--- src/rtl/outpkt_tx_pkg.sv ---
// Shared definitions for the output packet transmitter.
package outpkt_tx_pkg;

    localparam int unsigned HDR_WORDS           = 3;
    localparam int unsigned CSUM_W              = 16;
    localparam int unsigned HDR_BITS            = HDR_WORDS * CSUM_W;
    localparam int unsigned DEFAULT_PKT_VERSION = 2;

    typedef enum logic [2:0] {
        ST_IDLE,
        ST_HDR0,
        ST_HDR1,
        ST_HDR2,
        ST_HDR_CSUM,
        ST_DATA,
        ST_DATA_CSUM
    } state_e;

endpackage

--- src/rtl/outpkt_tx_csum.sv ---
// 16-bit wrapping ones'-complement-style checksum accumulator (carries dropped).
module pkt_csum16
    import outpkt_tx_pkg::*;
(
    input  logic              clk,
    input  logic              rst,
    input  logic              clear_i,
    input  logic              add_i,
    input  logic [CSUM_W-1:0] data_i,
    output logic [CSUM_W-1:0] csum_o
);

    logic [CSUM_W-1:0] sum_q, sum_d;

    // Next sum: clear wins over add so a new packet always starts from zero.
    always_comb begin
        sum_d = sum_q;
        if (clear_i) begin
            sum_d = '0;
        end else if (add_i) begin
            sum_d = sum_q + data_i;
        end
    end

    // Accumulator register.
    always_ff @(posedge clk) begin
        if (rst) begin
            sum_q <= '0;
        end else begin
            sum_q <= sum_d;
        end
    end

    assign csum_o = ~sum_q;

endmodule

--- src/rtl/outpkt_tx.sv ---
// Frames a packet request into header, header checksum, payload and payload
// checksum words and writes them to the output FIFO.
module outpkt_tx
    import outpkt_tx_pkg::*;
#(
    parameter int unsigned PKT_VERSION = DEFAULT_PKT_VERSION,
    parameter logic [15:0] PKT_MAX_LEN = 16'd4096
) (
    input  logic        CLK,
    input  logic        rst,
    input  logic        start,
    input  logic [7:0]  pkt_type,
    input  logic [15:0] pkt_id,
    input  logic [15:0] pkt_len,
    output logic        ready,
    input  logic [15:0] src_dout,
    input  logic        src_empty,
    output logic        src_rd_en,
    output logic [15:0] dout,
    output logic        wr_en,
    input  logic        full,
    output logic        err_len,
    output logic        pkt_done
);

    state_e              state_q, state_d;
    logic [HDR_BITS-1:0] hdr_q, hdr_d;
    logic [15:0]         cnt_q, cnt_d;
    logic                err_len_q, err_len_d;
    logic                done_q, done_d;
    logic                csum_clr, csum_add;
    logic [CSUM_W-1:0]   csum;

    // Single checksum engine, cleared between header and payload.
    pkt_csum16 u_csum (
        .clk     (CLK),
        .rst     (rst),
        .clear_i (csum_clr),
        .add_i   (csum_add),
        .data_i  (dout),
        .csum_o  (csum)
    );

    // State and datapath registers.
    always_ff @(posedge CLK) begin
        if (rst) begin
            state_q   <= ST_IDLE;
            hdr_q     <= '0;
            cnt_q     <= '0;
            err_len_q <= 1'b0;
            done_q    <= 1'b0;
        end else begin
            state_q   <= state_d;
            hdr_q     <= hdr_d;
            cnt_q     <= cnt_d;
            err_len_q <= err_len_d;
            done_q    <= done_d;
        end
    end

    // Next-state and word emission; strobes follow full/src_empty in the same cycle.
    always_comb begin
        state_d   = state_q;
        hdr_d     = hdr_q;
        cnt_d     = cnt_q;
        err_len_d = err_len_q;
        done_d    = 1'b0;
        csum_clr  = 1'b0;
        csum_add  = 1'b0;
        wr_en     = 1'b0;
        src_rd_en = 1'b0;
        dout      = '0;

        unique case (state_q)
            ST_IDLE: begin
                if (start) begin
                    if (pkt_len > PKT_MAX_LEN) begin
                        err_len_d = 1'b1;
                    end else begin
                        hdr_d    = {pkt_type, 8'(PKT_VERSION), pkt_id, pkt_len};
                        cnt_d    = pkt_len;
                        csum_clr = 1'b1;
                        state_d  = ST_HDR0;
                    end
                end
            end
            ST_HDR0: begin
                dout     = hdr_q[HDR_BITS-1 -: CSUM_W];
                wr_en    = !full;
                csum_add = wr_en;
                if (wr_en) state_d = ST_HDR1;
            end
            ST_HDR1: begin
                dout     = hdr_q[HDR_BITS-CSUM_W-1 -: CSUM_W];
                wr_en    = !full;
                csum_add = wr_en;
                if (wr_en) state_d = ST_HDR2;
            end
            ST_HDR2: begin
                dout     = hdr_q[CSUM_W-1:0];
                wr_en    = !full;
                csum_add = wr_en;
                if (wr_en) state_d = ST_HDR_CSUM;
            end
            ST_HDR_CSUM: begin
                dout  = csum;
                wr_en = !full;
                if (wr_en) begin
                    csum_clr = 1'b1;
                    if (cnt_q == 16'd0) begin
                        done_d  = 1'b1;
                        state_d = ST_IDLE;
                    end else begin
                        state_d = ST_DATA;
                    end
                end
            end
            ST_DATA: begin
                dout      = src_dout;
                wr_en     = !full && !src_empty;
                src_rd_en = wr_en;
                csum_add  = wr_en;
                if (wr_en) begin
                    cnt_d = cnt_q - 16'd1;
                    if (cnt_q == 16'd1) state_d = ST_DATA_CSUM;
                end
            end
            ST_DATA_CSUM: begin
                dout  = csum;
                wr_en = !full;
                if (wr_en) begin
                    csum_clr = 1'b1;
                    done_d   = 1'b1;
                    state_d  = ST_IDLE;
                end
            end
            default: begin
                state_d = ST_IDLE;
            end
        endcase
    end

    assign ready    = (state_q == ST_IDLE);
    assign err_len  = err_len_q;
    assign pkt_done = done_q;

endmodule

--- config.mk ---
export PLATFORM = sky130hd
export DESIGN_NAME = outpkt_tx
export DESIGN_NICKNAME = d
export VERILOG_FILES = /design/src/rtl/outpkt_tx_pkg.sv /design/src/rtl/outpkt_tx_csum.sv /design/src/rtl/outpkt_tx.sv
export SDC_FILE = /design/constraint.sdc
export NUM_CORES = 1
export LEC_CHECK = 0
export ABC_CLOCK_PERIOD_IN_PS = 8240
export BUFFER_PORTS_ARGS = -buffer_cell sky130_fd_sc_hd__buf_2
export CAP_MARGIN = 30
export CORE_ASPECT_RATIO = 0.7
export CORE_UTILIZATION = 56
export DETAILED_ROUTE_END_ITERATION = 8
export GPL_TIMING_DRIVEN = 0
export PLACE_DENSITY_LB_ADDON = 0.08
export SLEW_MARGIN = 20
export SYNTH_ARGS = -nofsm -noshare
export SYNTH_HDL_FRONTEND = slang
export SYNTH_SLANG_ARGS = --single-unit
--- constraint.sdc ---
create_clock -name CLK -period 8.24 [get_ports CLK]
set_clock_uncertainty 0.1 [all_clocks]
set_input_delay 1.648 -clock CLK [delete_from_list [all_inputs] [get_ports CLK]]
set_output_delay 1.648 -clock CLK [all_outputs]
set_load 0.02 [all_outputs]
# [After elaboration in Yosys (flattened, before gate mapping)]
# Index checks and enable logic that the tools add are counted.
[op_classes] add_sub_neg=2 mul=0 div_mod_pow=0 n_lt_le_gt_ge=1 n_eq_ne=16 n_shift=0 muxes=26 n_bitwise=2 reduce_logical=14
[op_table] operator="$pmux 16 s5" n=1
[op_table] operator="$mux 16" n=3
[op_table] operator="$pmux 16 s2" n=1
[op_table] operator="$mux 3" n=10
[op_table] operator="$pmux 3 s7" n=1
[op_table] operator="$ne 2x2->1 const B" n=9
[op_table] operator="$add 16x16->16" n=1
[op_table] operator="$eq 16x1->1 const B" n=1
[op_table] operator="$gt 16x13->1 const B" n=1
[op_table] operator="$logic_not 16->1" n=1
[op_table] operator="$not 16->16" n=1
[op_table] operator="$sub 16x1->16 const B" n=1
[op_table] operator="$eq 3x3->1 const B" n=3
[op_table] operator="$reduce_and 9->1" n=1
[op_table] operator="$pmux 1 s2" n=4
[op_table] operator="$eq 3x2->1 const B" n=2
[op_table] operator="$mux 1" n=6
[op_table] operator="$reduce_and 3->1" n=2
[op_table] operator="$reduce_or 5->1" n=1
[op_table] operator="$reduce_and 4->1" n=1
[op_table] operator="$reduce_or 2->1" n=2
[op_table] operator="$eq 3x1->1 const B" n=1
[op_table] operator="$logic_not 3->1" n=1
[op_table] operator="$reduce_or 3->1" n=1
[op_table] operator="other kinds (4)" n=5
[word_totals] ff_bits=78 latchBits=0 mem_bits_rw=0 rom_bits=0 inputBits=61 out_inout_bits=21 memories=0

# [Logic depth before layout (Yosys ltp)]
# Gate-level depths: netlist (run 1).
[logic_depth] ltp_word=5 depth_mapped=17 depth_no_buf=15

# [By module]
# From an unflattened synthesis (run 1), not the netlist that was laid out.
[hier_totals] cells_unflattened=611 area_unflattened_um2=4853.4
[modules_own_cells] mod="outpkt_tx" n_inst=1 cells_per_inst=437 area_per_inst_um2=3428.3
[modules_own_cells] mod="pkt_csum16" n_inst=1 cells_per_inst=174 area_per_inst_um2=1425.1

# [Worst setup path after synthesis (run 1)]
# No wires, ideal clock.
[synth_path] kind="input port to output port" startpoint="in full" endpoint="out wr_en" arrival_time_ps=2722 path_slack_ps=3770 cell_stages=5 path_buffers=2 path_cell_list="clkbuf_1 -> nor2_1 -> nand2_1 -> clkbuf_1 -> o21ai_0"
[synth_via] elab_chain_cells=3
[synth_lines] element="from (decl)" line_no="outpkt_tx.sv:21" text="input logic full,"
[synth_lines] element="$logic_not 1->1 *"
[synth_lines] element="$logic_and 1x1->1" line_no="outpkt_tx.sv:120" text="wr_en = !full && !src_empty;"
[synth_lines] element="$pmux 1 s2 *" line_no="outpkt_tx.sv:74" text="unique case (state_q)"
[synth_lines] element="to (decl)" line_no="outpkt_tx.sv:20" text="output logic wr_en,"
# Mark *: on every way between the ends. The rest lies on a longest branch, timed or not.

# [Final worst setup path (run 1)]
# Ends and elaborated chain as after synthesis.

==> results of run 1 <==
==> report_power, final <==
part / internal [W] / switching [W]
logic: 0.0000297 / 0.0000534
clock network: 0.000290 / 0.000160
registers: 0.000382 / 0.00000386
total: 0.000702 / 0.000217
==> area by class of cell <==
class,instances,share of cell area [%]
buffer,43,3.85
clock buffer,13,4.94
clock inverter,3,1.19
inverter,10,0.687
multi-input combinational,506,51.2
sequential,78,28.6
tap,101,2.31
timing repair buffer,79,7.23
==> worst reg2reg max path, delay by kind of cell, from the launching register on <==
family	cells	cell delay, ns
compound gates	4	0.98
fa+ha+maj	1	0.32
buf+inv	5	2.04
flops	1	0.30
mux	1	0.16
simple gates	2	0.29
==> metrics by stage <==
stage          instances  utilization [%]  power, W
6_report             833             69.2  0.000919
3_3_place_gp         817             64.9  0.000472
4_1_cts              833             69.2  0.000917
5_1_grt              833             69.2  0.000940
3_5_place_dp         817             64.9  0.000474
2_1_floorplan        637                -  0.000439
==> cells in the final DEF, fill, tap and decap left out, types with 4 or more instances in the layout <==
master | netlist | final
sky130_fd_sc_hd__nand3_1 | 7 | 7
sky130_fd_sc_hd__xor2_1 | 4 | 4
sky130_fd_sc_hd__dfxtp_1 | 78 | 78
sky130_fd_sc_hd__xnor2_1 | 5 | 5
sky130_fd_sc_hd__nand2b_1 | 9 | 9
sky130_fd_sc_hd__mux2i_1 | 14 | 14
sky130_fd_sc_hd__a31oi_1 | 5 | 5
sky130_fd_sc_hd__a21o_1 | 6 | 6
sky130_fd_sc_hd__a211oi_1 | 6 | 6
sky130_fd_sc_hd__inv_1 | 10 | 10
sky130_fd_sc_hd__nor2b_1 | 6 | 6
sky130_fd_sc_hd__o211ai_1 | 4 | 4
sky130_fd_sc_hd__nor4_1 | 8 | 8
sky130_fd_sc_hd__a22oi_1 | 5 | 5
sky130_fd_sc_hd__nor3_1 | 10 | 10
sky130_fd_sc_hd__clkbuf_16 | 0 | 9
sky130_fd_sc_hd__and2_1 | 6 | 6
sky130_fd_sc_hd__buf_6 | 4 | 4
sky130_fd_sc_hd__a21oi_1 | 97 | 97
sky130_fd_sc_hd__a221oi_1 | 4 | 4
sky130_fd_sc_hd__o21ai_0 | 51 | 51
sky130_fd_sc_hd__nor2_1 | 51 | 51
sky130_fd_sc_hd__ha_1 | 17 | 17
sky130_fd_sc_hd__buf_2 | 9 | 88
sky130_fd_sc_hd__nand2_1 | 144 | 144
sky130_fd_sc_hd__mux2_2 | 6 | 6
sky130_fd_sc_hd__clkbuf_1 | 25 | 26
==> registers in the layout, summed over array words and instances (netlist names) <==
name          count
err_len           1
state_q           3
hdr_q            41
u_csum.sum_q     16
cnt_q            16
pkt_done          1
==> cell usage after synthesis, types with 2 or more instances <==
| master | n |
|---|---|
| sky130_fd_sc_hd__or4_1 | 3 |
| sky130_fd_sc_hd__o211ai_1 | 4 |
| sky130_fd_sc_hd__inv_1 | 10 |
| sky130_fd_sc_hd__nand2_1 | 144 |
| sky130_fd_sc_hd__buf_6 | 4 |
| sky130_fd_sc_hd__dfxtp_1 | 78 |
| sky130_fd_sc_hd__nor2b_1 | 6 |
| sky130_fd_sc_hd__clkbuf_1 | 25 |
| sky130_fd_sc_hd__nor4_1 | 8 |
| sky130_fd_sc_hd__and2_1 | 6 |
| sky130_fd_sc_hd__and3_1 | 3 |
| sky130_fd_sc_hd__a21oi_1 | 97 |
| sky130_fd_sc_hd__nor3b_1 | 2 |
| sky130_fd_sc_hd__a21o_1 | 6 |
| sky130_fd_sc_hd__a31oi_1 | 5 |
| sky130_fd_sc_hd__a211oi_1 | 6 |
| sky130_fd_sc_hd__o31ai_1 | 3 |
| sky130_fd_sc_hd__mux2i_1 | 14 |
| sky130_fd_sc_hd__mux2_2 | 6 |
| sky130_fd_sc_hd__o21ai_0 | 51 |
| sky130_fd_sc_hd__nand4_1 | 3 |
| sky130_fd_sc_hd__nand2b_1 | 9 |
| sky130_fd_sc_hd__buf_1 | 3 |
| sky130_fd_sc_hd__nor2_1 | 51 |
| sky130_fd_sc_hd__or3_1 | 2 |
| sky130_fd_sc_hd__buf_2 | 9 |
| sky130_fd_sc_hd__xnor2_1 | 5 |
| sky130_fd_sc_hd__a221oi_1 | 4 |
| sky130_fd_sc_hd__nor3_1 | 10 |
| sky130_fd_sc_hd__o21ai_1 | 2 |
| sky130_fd_sc_hd__xor2_1 | 4 |
| sky130_fd_sc_hd__nand3_1 | 7 |
| sky130_fd_sc_hd__o22ai_1 | 2 |
| sky130_fd_sc_hd__buf_4 | 2 |
| sky130_fd_sc_hd__a22oi_1 | 5 |
| sky130_fd_sc_hd__a21oi_2 | 2 |
| sky130_fd_sc_hd__a221o_1 | 2 |
| sky130_fd_sc_hd__ha_1 | 17 |
==> path summary, 6_finish.rpt <==
path	endpoint	slack (ns)	depth (start not counted)
worst min-delay path	hdr_q[44]$_SDFFE_PP0P_	0.35	2
worst min register to register	hdr_q[44]$_SDFFE_PP0P_	0.35	2
worst max-delay path	wr_en	3.21	6
worst max register to register	u_csum.sum_q[15]$_SDFFE_PP0P_	3.92	13
==> metal layers <==
layer / vias to the layer above / global-route usage [%] / wire [microns]
li1: 2405 / - / -
met1: 2411 / 54.3 / 7160
met2: 309 / 48.6 / 5920
met3: 24 / 8.67 / 1780
met4: 0 / 11.9 / 236
met5: - / 0 / 0
==> logic make-up (layout without fill, tap and decap cells) <==
| group | Yosys count | in the layout | share of synthesized area [%] |
|---|---|---|---|
| buffers and inverters | 53 | 148 | 5.37 |
| adder cells (fa/ha/maj) | 18 | 18 | 5.05 |
| flip-flops | 78 | 78 | 33.9 |
| AO/OA/AOI/OAI | 201 | 201 | 25.1 |
| AND/OR/NAND/NOR | 258 | 258 | 24.4 |
| multiplexers | 20 | 20 | 4.51 |
| XOR/XNOR | 9 | 9 | 1.71 |
==> run summary, run 1 <==
The HPWL after detailed placement is 11.4 mm. The post-synthesis cell area is 4610 sq um. The post-cts gate resize count is 0.

The critical path endpoint category is an output port. The flow ran to the end, and the final reports show no timing, DRC or antenna violations. The number of inserted filler cells in the final layout is a little over 700. The net count after synthesis came out at roughly 720. Compared with the post-synthesis result, the final layout area differs by 18.6%. Synthesis handed over a netlist of around 640 instances.

The final worst-path setup slack came out at 3.21 ns. The max-slew violation total from the final report is 0. Adding up every negative setup slack in the final design gives 0 ns. The largest vdd supply drop came out at 135 uV.

The height of the die came out at between 70 and 80 microns. The total congestion overflow after global routing is 0. The width of the chip came out at between 100 and 150 microns. In the routed layout, each cell is associated on average with a via count of between 6 and 7. The smallest hold slack came out at 0.351 ns. The post-CTS setup-driven buffer insertion count is 0. The kind of cell adding the most delay to the critical path is buffers and inverters. The number of antenna violations at the first check in global routing came to 0. Traced cell by cell, the critical path runs through clkbuf_1 -> nor2_1 -> nand2_1 -> clkbuf_1 -> o21ai_0 -> buf_2. The final instance area is 5470 sq um. The path class of the tightest hold or removal check is reg -> reg. The first-pass GRT wire length came out at 23.9 mm.

Row generation in the floorplan step produced 27 rows. The final count of hold timing violations came out at 0. After synthesis, the cell types taking the most area are sky130_fd_sc_hd__dfxtp_1 (34%), sky130_fd_sc_hd__nand2_1 (12%), sky130_fd_sc_hd__a21oi_1 (11%), sky130_fd_sc_hd__o21ai_0 (5.5%), sky130_fd_sc_hd__ha_1 (4.6%). In this run the count of I/O pins placed on the die edge is 82. During synthesis, Yosys emitted a total of 0 warnings. The total leakage power came out at 2.19 nW. The largest fanout on the critical path is 10.

Setup repair after global routing left no endpoint under its margin. Clock-pin slew was measured on the worst setup and hold paths at 0.06 ns. The number of global-route vias before repair is 4614. The count of final setup violators came out at 0. For this design, the slowest cell found on the critical path is sky130_fd_sc_hd__clkbuf_1. The area enclosed by the die boundary is 8600 sq um. The number of optimization iterations in the first detailed-route pass is 7. The all-layer global routing usage came out at between 30 and 40%. The cell that appears most often on the critical path is sky130_fd_sc_hd__clkbuf_1. Measured against its own limit, the worst slew margin works out to 42.8%. Summing over every cut layer, the via total after detailed routing is 5149. In the final layout, flip-flops and latches occupy around 1600 sq um. The biggest area contributor in the post-synthesis netlist is sky130_fd_sc_hd__dfxtp_1. Of all flip-flops after synthesis, the portion carrying an async set or reset was 0%.

The setup slack at placement is roughly 3.3 ns. The category of the critical setup timing path is in -> out. The ratio of final minimum period to clock period is 61.1%. The average instance in the mapped netlist occupies slightly above 7 sq um. The antenna diode instance count came out at 0. The launching instance or port of the critical path is full.

The total clock buffers created by CTS is 9. The critical path contains buffers and inverters numbering 3 combined. The startpoint identified for the worst hold timing path is hdr_q[44]$_SDFFE_PP0P_.

The number of different library cells in the post-synthesis netlist is 55. The final weighted congestion in routability-driven placement is a little over 1. The maximum level of the CTS H-tree came out at 3.

The worst setup path is launched from a primary input. The max-cap check violation count is 0. The slew at the pin closest to its max-slew limit came out at 0.850 ns. The count of input and output buffers came out at 79. The startpoint identified for the worst register-to-register timing path is state_q[2]$_SDFFE_PP0P_. The maximum frequency from static timing analysis came out at between 150 and 200 MHz. The average wire length per cell after detail routing came out at 18.1 microns.

The largest net degree at the start of global routing is 13. The tree is rooted in a sky130_fd_sc_hd__clkbuf_16. The number of hold buffers added after CTS is 0.

The count of unresolved DRC violations after routing is 0. In this run, synthesis produced a sequential element count of 78. At the worst endpoint, the arrival time is 3.28 ns. The required time at the worst-slack endpoint is 6.49 ns. The starting utilization of the core area is between 50% and 60%.

The share of synthesized area in the top cell type comes to between 30% and 40%. The insertion delay to the later sink of the worst-skew pair is 0.34 ns. The fraction of layout instances using a drive strength above 1 came out at ~17%. The sink count of the clock tree is 78. The post-detailed-route count of antenna-violating nets came out at 0. The multi-input combinational cells in the finished layout cover a total of roughly 2800 sq um. The worst stage delay on the critical path came out at 0.48 ns. The worst path needs 5.03 ns of the cycle, external delays included. The instance area after placement came out at 5130 sq um.

The register area share after synthesis is 33.9%. The count of flip-flops with a built-in enable after synthesis came out at 0. The wire length reported by the detailed router is about 15 mm.

In the synthesized netlist the dominant register cell turns out to be sky130_fd_sc_hd__dfxtp_1. The number of violations reported at the end of detailed-routing iteration 0 came out at 582. Counting along the longest clock path gives a buffer depth of 2. The region available for standard cell placement spans 7910 sq um. Dividing total power by cell area gives a power density of around 170 nW/um^2. The net count reported at finish is 806. TritonCTS built the clock tree.
(Power assumes the default switching activity.)
==> run 2, diff against run 1 <==
ABC_CLOCK_PERIOD_IN_PS = 4240   (was 8240)
CORE_UTILIZATION = 51   (was 56)
clock period = 4.24 ns   (was 8.24 ns; I/O delays follow)
==> run 2 against run 1 <==
  * Combinational power rose by 91%
  * Utilization fell by 5.9 points
  * Sequential power rose by 94%
  * Clock-buffer cell count fell by 2
  * Setup slack got worse by 3.0 ns
  * Register-to-register slack got worse by 3.8 ns
  * Cell count rose by 2.2%
  * Non-clock buffer count did not move
==> run summary, run 2 (synthesis gave the netlist of run 1 again) <==
The final-layout setup total negative slack is 0 ns (unchanged). The final weighted congestion in routability-driven placement came out at 1.04 (+0.27%). The count of final setup violators is 0 (unchanged).

The number of instances in the placed design is 836 (+2.3%). The post-cts gate resize count is 0 (unchanged). The flip-flop count of the largest register, all copies and words added came out at 41 (unchanged). The maximum frequency from static timing analysis came out at between 200 and 250 MHz. The instance area after placement came out at 5150 sq um (+0.46%).

The total leakage power is 2.17 nW (-0.64%). The largest vdd supply drop is 212 uV (+57%). The largest register by flop count is hdr_q. Setup repair after global routing left no endpoint under its margin. The max-slew violation total from the final report is 0 (unchanged). The number of inserted filler cells in the final layout is 836 (+17%). The insertion delay to the later sink of the worst-skew pair came out at 0.34 ns (about the same).

The maximum level of the CTS H-tree is 3 (unchanged). The slew at the pin closest to its max-slew limit is 0.811 ns (-0.0389 ns). The post-detailed-route count of antenna-violating nets is 0 (unchanged). TritonCTS built the clock tree. In this run the clock root is driven by a sky130_fd_sc_hd__clkbuf_16. The number of cells traversed by the worst register-to-register path came out at 13 (unchanged). The antenna diode instance count is 0 (unchanged). The worst hold path belongs to the class reg -> reg. Leaving out fill and tap cells, the most frequent cells in the layout are sky130_fd_sc_hd__nand2_1 (144), sky130_fd_sc_hd__a21oi_1 (97), sky130_fd_sc_hd__buf_2 (88), sky130_fd_sc_hd__dfxtp_1 (78). The largest registers in the layout are hdr_q x41, cnt_q x16, u_csum.sum_q x16. The clock-pin slew on the worst setup and hold paths is 0.06 ns (about the same). The number of top-level pins is 82 (unchanged). The average wire length per cell after detail routing came out at 16.8 microns (-7.3%). The wire length reported by the detailed router came out at 14.3 mm (-5.3%). The worst setup path is captured at a register. The number of optimization iterations in the first detailed-route pass is 6 (-1). The overall via count from detail_route came out at 4983 (-3.2%). The area growth from synthesis to layout came out at 18.2%.

The final instance count without filler cells is 851 (+2.2%). The number of violations reported at the end of detailed-routing iteration 0 came to 477 (-18%). The total congestion overflow after global routing is 0 (unchanged). The height of the die is 81.5 microns (+4.7%).

The clock period minus worst slack is around 4 ns. The number of instances on the worst hold path came to 2 (unchanged). The area enclosed by the die boundary came out at 9430 sq um (+9.6%).

The number of hold buffers added after CTS is 0 (unchanged). The maximum count of clock buffers along a single path came out at 2 (unchanged). The largest net degree at the start of global routing is 13 (unchanged).

The ratio of routed vias to standard cells is 5.86 (-5.3%). The fraction of layout instances using a drive strength above 1 was 16.8% (+0.30 points). The first-pass GRT wire length is 22.2 mm (-7.2%).

The floorplan row count was 28 (+3.7%). The sink count of the clock tree came out at 78 (unchanged). The critical path launch point type is a register. The all-layer global routing usage is 31.3% (-4.5 points).

The final instance area came out at 5450 sq um (-0.32%). The total clock buffers created by CTS is 9 (unchanged). The number of global-route vias before repair is 4316 (-6.5%).

The commonest non-fill, non-tap cell in the layout is sky130_fd_sc_hd__nand2_1. The number of antenna violations at the first check in global routing came out at 0 (unchanged). The signal arrival time at the worst endpoint is 4.19 ns (+0.91 ns). The final critical path takes up a little over nine tenths of the cycle.

The final standard cell utilization of the core came out at 63.2% (-5.9 points). The count of unresolved DRC violations after routing was 0 (unchanged). The post-CTS setup-driven buffer insertion count came out at 0 (unchanged). The max-cap check violation count came to 0 (unchanged). The power density normalized to cell area is 307 nW/um^2 (+82%). The count of input and output buffers came to 79 (unchanged). The net count reported at finish came out at 806 (unchanged). The width of the chip is 116 microns (+4.7%). The starting utilization of the core area is 53.5% (-4.8 points).

The final count of hold timing violations is 0 (unchanged). The worst slew margin relative to its limit came out at 45.4% (+2.6 points). The flow ran to the end, and the final reports show no timing, DRC or antenna violations. The required time at the worst-slack endpoint came out at 4.36 ns (-2.13 ns). The floorplan core area came out at 8620 sq um (+9.0%). The largest fanout on the critical path was 10 (unchanged). By startpoint and endpoint, the worst setup path is classified as reg -> reg. The post-detailed-placement half-perimeter wirelength came out at 11.1 mm (-3.0%).
## run 2: critical path, cell delays in order, from the launching register on
cell	delay, ns
sky130_fd_sc_hd__dfxtp_1	0.35
sky130_fd_sc_hd__clkbuf_1	0.42
sky130_fd_sc_hd__clkbuf_2	0.37
sky130_fd_sc_hd__mux2_2	0.37
sky130_fd_sc_hd__a221oi_1	0.40
sky130_fd_sc_hd__a21oi_1	0.11
sky130_fd_sc_hd__ha_1	0.30
sky130_fd_sc_hd__clkbuf_1	0.27
sky130_fd_sc_hd__nand2_1	0.09
sky130_fd_sc_hd__nor2_1	0.19
sky130_fd_sc_hd__a31oi_1	0.17
sky130_fd_sc_hd__a2111oi_0	0.50
sky130_fd_sc_hd__o31ai_1	0.17
sky130_fd_sc_hd__mux2i_1	0.15
## run 2: cell type report
cell class              instances  area, sq um  share of cell area, %
repair buffers                 79          395                   7.26
well taps                     120          150                   2.76
plain buffers                  43          214                   3.93
multi-input cells             506         2800                   51.4
clock buffers                  11          243                   4.45
flip-flops and latches         78         1560                   28.7
clock inverters                 4         47.5                  0.873
inverters                      10         37.5                  0.689
## run 2: path summary, 6_finish.rpt
kind	from	to	slack [ns]
worst max-delay path	state_q[1]$_SDFFE_PP0P_	u_csum.sum_q[15]$_SDFFE_PP0P_	0.17
worst min register to register	hdr_q[29]$_SDFFE_PP0P_	hdr_q[29]$_SDFFE_PP0P_	0.36
worst min-delay path	hdr_q[29]$_SDFFE_PP0P_	hdr_q[29]$_SDFFE_PP0P_	0.36
worst max register to register	state_q[1]$_SDFFE_PP0P_	u_csum.sum_q[15]$_SDFFE_PP0P_	0.17
## run 2: stage by stage
step	total power, W	hold slack (ns)	worst slack [ns]
2_1_floorplan	0.000852	0.324	0.773
3_3_place_gp	0.000917	0.341	0.164
3_5_place_dp	0.000919	0.348	0.102
4_1_cts	0.00167	0.356	0.0789
5_1_grt	0.00172	0.378	0.0158
6_report	0.00167	0.357	0.165
## run 2: routing by layer
layer	vias to the layer above	part of all wire, %	GRT usage [%]
met2	253	39	44.7
met5	-	0	0
met1	2303	50	46.8
li1	2414	-	-
met4	0	0.81	7.31
met3	13	9.3	7.45
## run 2: power breakdown
group,switching [W],leakage (nW),internal [W]
Sequential,0.00000734,0.630,0.000743
Combinational,0.000101,1.40,0.0000580
Clock,0.000295,0.141,0.000466
==> run 3, diff against run 2 <==
MAX_ROUTING_LAYER = met4   (was default)
==> run 3 against run 2 <==
  * Non-clock buffer count fell by 1
  * Routed wire length rose by 3.1%
  * Design area fell by 0.69%
  * Sequential share of layout area rose by 0.20 points
  * Hold slack got worse by 0.0061 ns
  * Critical path type unchanged
  * Critical endpoint unchanged
==> run summary, run 3 (synthesis gave the netlist of run 1 again) <==
The flow ran to the end, and the final reports show no timing, DRC or antenna violations. The library cell used most frequently in the layout, excluding fill and tap cells, is sky130_fd_sc_hd__nand2_1. The final worst-path setup slack is 0.363 ns (+0.198 ns). The largest net degree at the start of global routing is 13 (unchanged). The number of top-level pins came out at 82 (unchanged).

The maximum frequency from static timing analysis came to 258 MHz (+5.1%). The path class of the tightest hold or removal check is reg -> reg. The clock-pin slew on the worst setup and hold paths was 0.06 ns (about the same). The setup slack at placement came out at 0.0246 ns (-0.0771 ns). In this run the most critical hold path is launched from hdr_q[43]$_SDFFE_PP0P_. The post-detailed-placement half-perimeter wirelength came to 11.4 mm (+2.7%). The design internal power is 0.00119 W (-6.1%). The sink count of the clock tree was 78 (unchanged). The number of instances on the worst hold path came out at 2 (unchanged). The total clock buffers created by CTS is 9 (unchanged). The total congestion overflow after global routing came out at 0 (unchanged). The reg2reg setup slack came out at 0.36 ns (+0.20 ns).

The floorplan row count came to 28 (unchanged). The final instance area is 5410 sq um (-0.69%). The average wire length per cell after detail routing came to 17.3 microns (+3.2%).

The worst setup path is launched from a register. The signal arrival time at the worst endpoint came to 3.99 ns (-0.20 ns). On the critical path, the stage with the largest delay is an instance of sky130_fd_sc_hd__a2111oi_0.

The flip-flop count of the largest register, all copies and words added came to 41 (unchanged). The clock tree from TritonCTS is yes. The final-layout setup total negative slack was 0 ns (unchanged). The instance area after placement is 5150 sq um (unchanged). The insertion delay to the later sink of the worst-skew pair is 0.33 ns (about the same).

The ratio of final minimum period to clock period was 91.4% (-4.7 points). The maximum level of the CTS H-tree is 3 (unchanged). The worst stage delay on the critical path came out at 0.46 ns (-0.04 ns). The post-detailed-route count of antenna-violating nets came out at 0 (unchanged). The root buffer cell chosen for the clock tree is sky130_fd_sc_hd__clkbuf_16. The area enclosed by the die boundary came out at 9430 sq um (unchanged).

The floorplan core area is 8620 sq um (unchanged). The required time at the worst-slack endpoint came out at 4.35 ns (about the same). The kind of cell with the highest combined delay along the critical path is compound AO/OA/AOI/OAI gates. The number of cells traversed by the worst register-to-register path is 13 (unchanged). The share of total power in the clock network is 42.7% (-2.9 points). The number of global-route vias before repair came to 4438 (+2.8%). In this run the critical register-to-register path is captured at u_csum.sum_q[15]$_SDFFE_PP0P_.

The count of final setup violators came out at 0 (unchanged). The category of the critical setup timing path is reg -> reg. The final count of hold timing violations is 0 (unchanged).

The signal on the critical path passes through clkbuf_2 -> clkbuf_2 -> mux2_2 -> a221oi_1 -> a21oi_1 -> ha_1 -> clkbuf_1 -> nand2_1 -> nor2_1 -> a31oi_1 -> a2111oi_0 -> o31ai_1 -> mux2i_1. The clock period minus worst slack came out at 3.88 ns (-0.198 ns). The overall via count from detail_route came out at 5053 (+1.4%). The switching fraction of total power came out at 25.1% (+1.0 points). The largest fanout on the critical path is 10 (unchanged). The max-cap check violation count came out at 0 (unchanged). The max-slew violation total from the final report is 0 (unchanged). The count of buffer and inverter cells on the critical path came out at 3 (unchanged). The net switching power is 0.000399 W (-0.85%).

The final weighted congestion in routability-driven placement came to 1.06 (+2.3%). The height of the die is 81.5 microns (unchanged). The width of the chip came out at 116 microns (unchanged). The first-pass GRT wire length came to 23.0 mm (+3.4%). The part of the power in combinational logic came to 10.1% (+0.6 points). The number of antenna violations at the first check in global routing is 0 (unchanged). STA classifies the critical path endpoint as a register. The most used cell along the critical path is sky130_fd_sc_hd__clkbuf_2. The ratio of routed vias to standard cells is 5.94 (+1.5%). The count of input and output buffers came out at 79 (unchanged). The launch point of the worst reg-to-reg path is state_q[1]$_SDFFE_PP0P_. Ranked by flip-flop count, first place goes to hdr_q. The number of violations reported at the end of detailed-routing iteration 0 is 459 (-3.8%). The fraction of layout instances using a drive strength above 1 is 16.8% (+0.023 points). The maximum count of clock buffers along a single path is 2 (unchanged). The largest vdd supply drop came out at 194 uV (-8.6%). The wire length reported by the detailed router is 14.7 mm (+3.1%). The post-CTS setup-driven buffer insertion count was 0 (unchanged). The worst slew margin relative to its limit came out at 33.9% (-12 points). From synthesis to final layout, the design area changed by 17.4%. The count of unresolved DRC violations after routing is 0 (unchanged). The slew at the pin closest to its max-slew limit was 0.983 ns (+0.172 ns). The worst hold path terminates at hdr_q[43]$_SDFFE_PP0P_. The antenna diode instance count came out at 0 (unchanged).

Leaving out fill and tap cells, the most frequent cells in the layout are sky130_fd_sc_hd__nand2_1 (144), sky130_fd_sc_hd__a21oi_1 (97), sky130_fd_sc_hd__buf_2 (88), sky130_fd_sc_hd__dfxtp_1 (78). The starting utilization of the core area is 53.5% (unchanged). The number of optimization iterations in the first detailed-route pass came out at 7 (+1). Setup repair after global routing left no endpoint under its margin.

The number of inserted filler cells in the final layout came out at 848 (+1.4%). The number of instances in the placed design came out at 836 (unchanged). The all-layer global routing usage is 33.4% (+2.2 points). The net count reported at finish came out at 805 (-0.12%).

The total leakage power is 2.16 nW (-0.68%). The portion of total power attributed to sequential cells came out at 47.2% (+2.3 points). The power density normalized to cell area came to 294 nW/um^2 (-4.2%).

The final instance count without filler cells came out at 850 (-0.12%). The largest registers in the layout are hdr_q x41, cnt_q x16, u_csum.sum_q x16.
==> run 3: cell types whose count changed in the layout (fill, tap and decap cells not counted), sizes merged <==
cell and delta:
clkinv +2, clkbuf -2, bufinv -1
==> run 3: final cells by class <==
type	instances	area, sq um	area share (%)
Buffer	42	210	3.88
Tap cell	120	150	2.77
Clock inverter	5	27.5	0.509
Timing Repair Buffer	79	395	7.31
Clock buffer	10	229	4.23
Inverter	10	37.5	0.694
Multi-Input combinational cell	506	2800	51.7
Sequential cell	78	1560	28.9
==> run 3: worst max path at each step <==
stage	start	end	slack, ns	cells after the start
6_report	state_q[1]$_SDFFE_PP0P_	u_csum.sum_q[15]$_SDFFE_PP0P_	0.36	13
5_1_grt	state_q[0]$_SDFFE_PP0P_	u_csum.sum_q[10]$_SDFFE_PP0P_	0.19	16
4_1_cts	state_q[1]$_SDFFE_PP0P_	u_csum.sum_q[15]$_SDFFE_PP0P_	0.13	13
3_5_place_dp	state_q[2]$_SDFFE_PP0P_	u_csum.sum_q[15]$_SDFFE_PP0P_	0.02	13
3_3_place_gp	state_q[2]$_SDFFE_PP0P_	u_csum.sum_q[15]$_SDFFE_PP0P_	0.13	14
2_1_floorplan	state_q[0]$_SDFFE_PP0P_	u_csum.sum_q[14]$_SDFFE_PP0P_	0.77	14
==> run 3: per-stage QoR <==
step,total power (W),hold WS [ns],util [%]
floorplan,0.000852,0.324,-
global placement,0.000917,0.342,59.8
detailed placement,0.000921,0.345,59.8
CTS,0.00159,0.353,62.8
global route,0.00164,0.372,62.8
finish,0.00159,0.351,62.8
==> run 3: power groups by stage <==
| stage | logic (W) | registers [W] | clock network [W] |
|---|---|---|---|
| after CTS | 0.000156 | 0.000750 | 0.000686 |
| final | 0.000160 | 0.000750 | 0.000678 |
| after floorplan | 0.0000872 | 0.000765 | 0 |
| after global placement | 0.000152 | 0.000766 | 0 |
| after detailed placement | 0.000155 | 0.000766 | 0 |
| after global routing | 0.000174 | 0.000751 | 0.000718 |
==> run 3: what timing repair did <==
| item | in CTS | in global routing |
|---|---|---|
| endpoints found under the hold margin | 0 | 0 |
| hold buffers | 0 | 0 |
| gates resized for setup | 1 | 4 |
| endpoints found under the setup margin | 1 | 3 |
==> run 3: tightest hold or removal path: stages, from the launching register on <==
cell                      delay (ns)
sky130_fd_sc_hd__dfxtp_1        0.30
sky130_fd_sc_hd__nand2_1        0.05
sky130_fd_sc_hd__a21oi_1        0.05
==> run 3: metal layers <==
metal | vias to the layer above | routed length, microns | GRT usage, %
met5 | - | 0 | -
met4 | 0 | 117 | 7.44
met3 | 19 | 1510 | 9.59
met2 | 273 | 5950 | 46.0
met1 | 2359 | 7150 | 47.8
li1 | 2402 | - | -
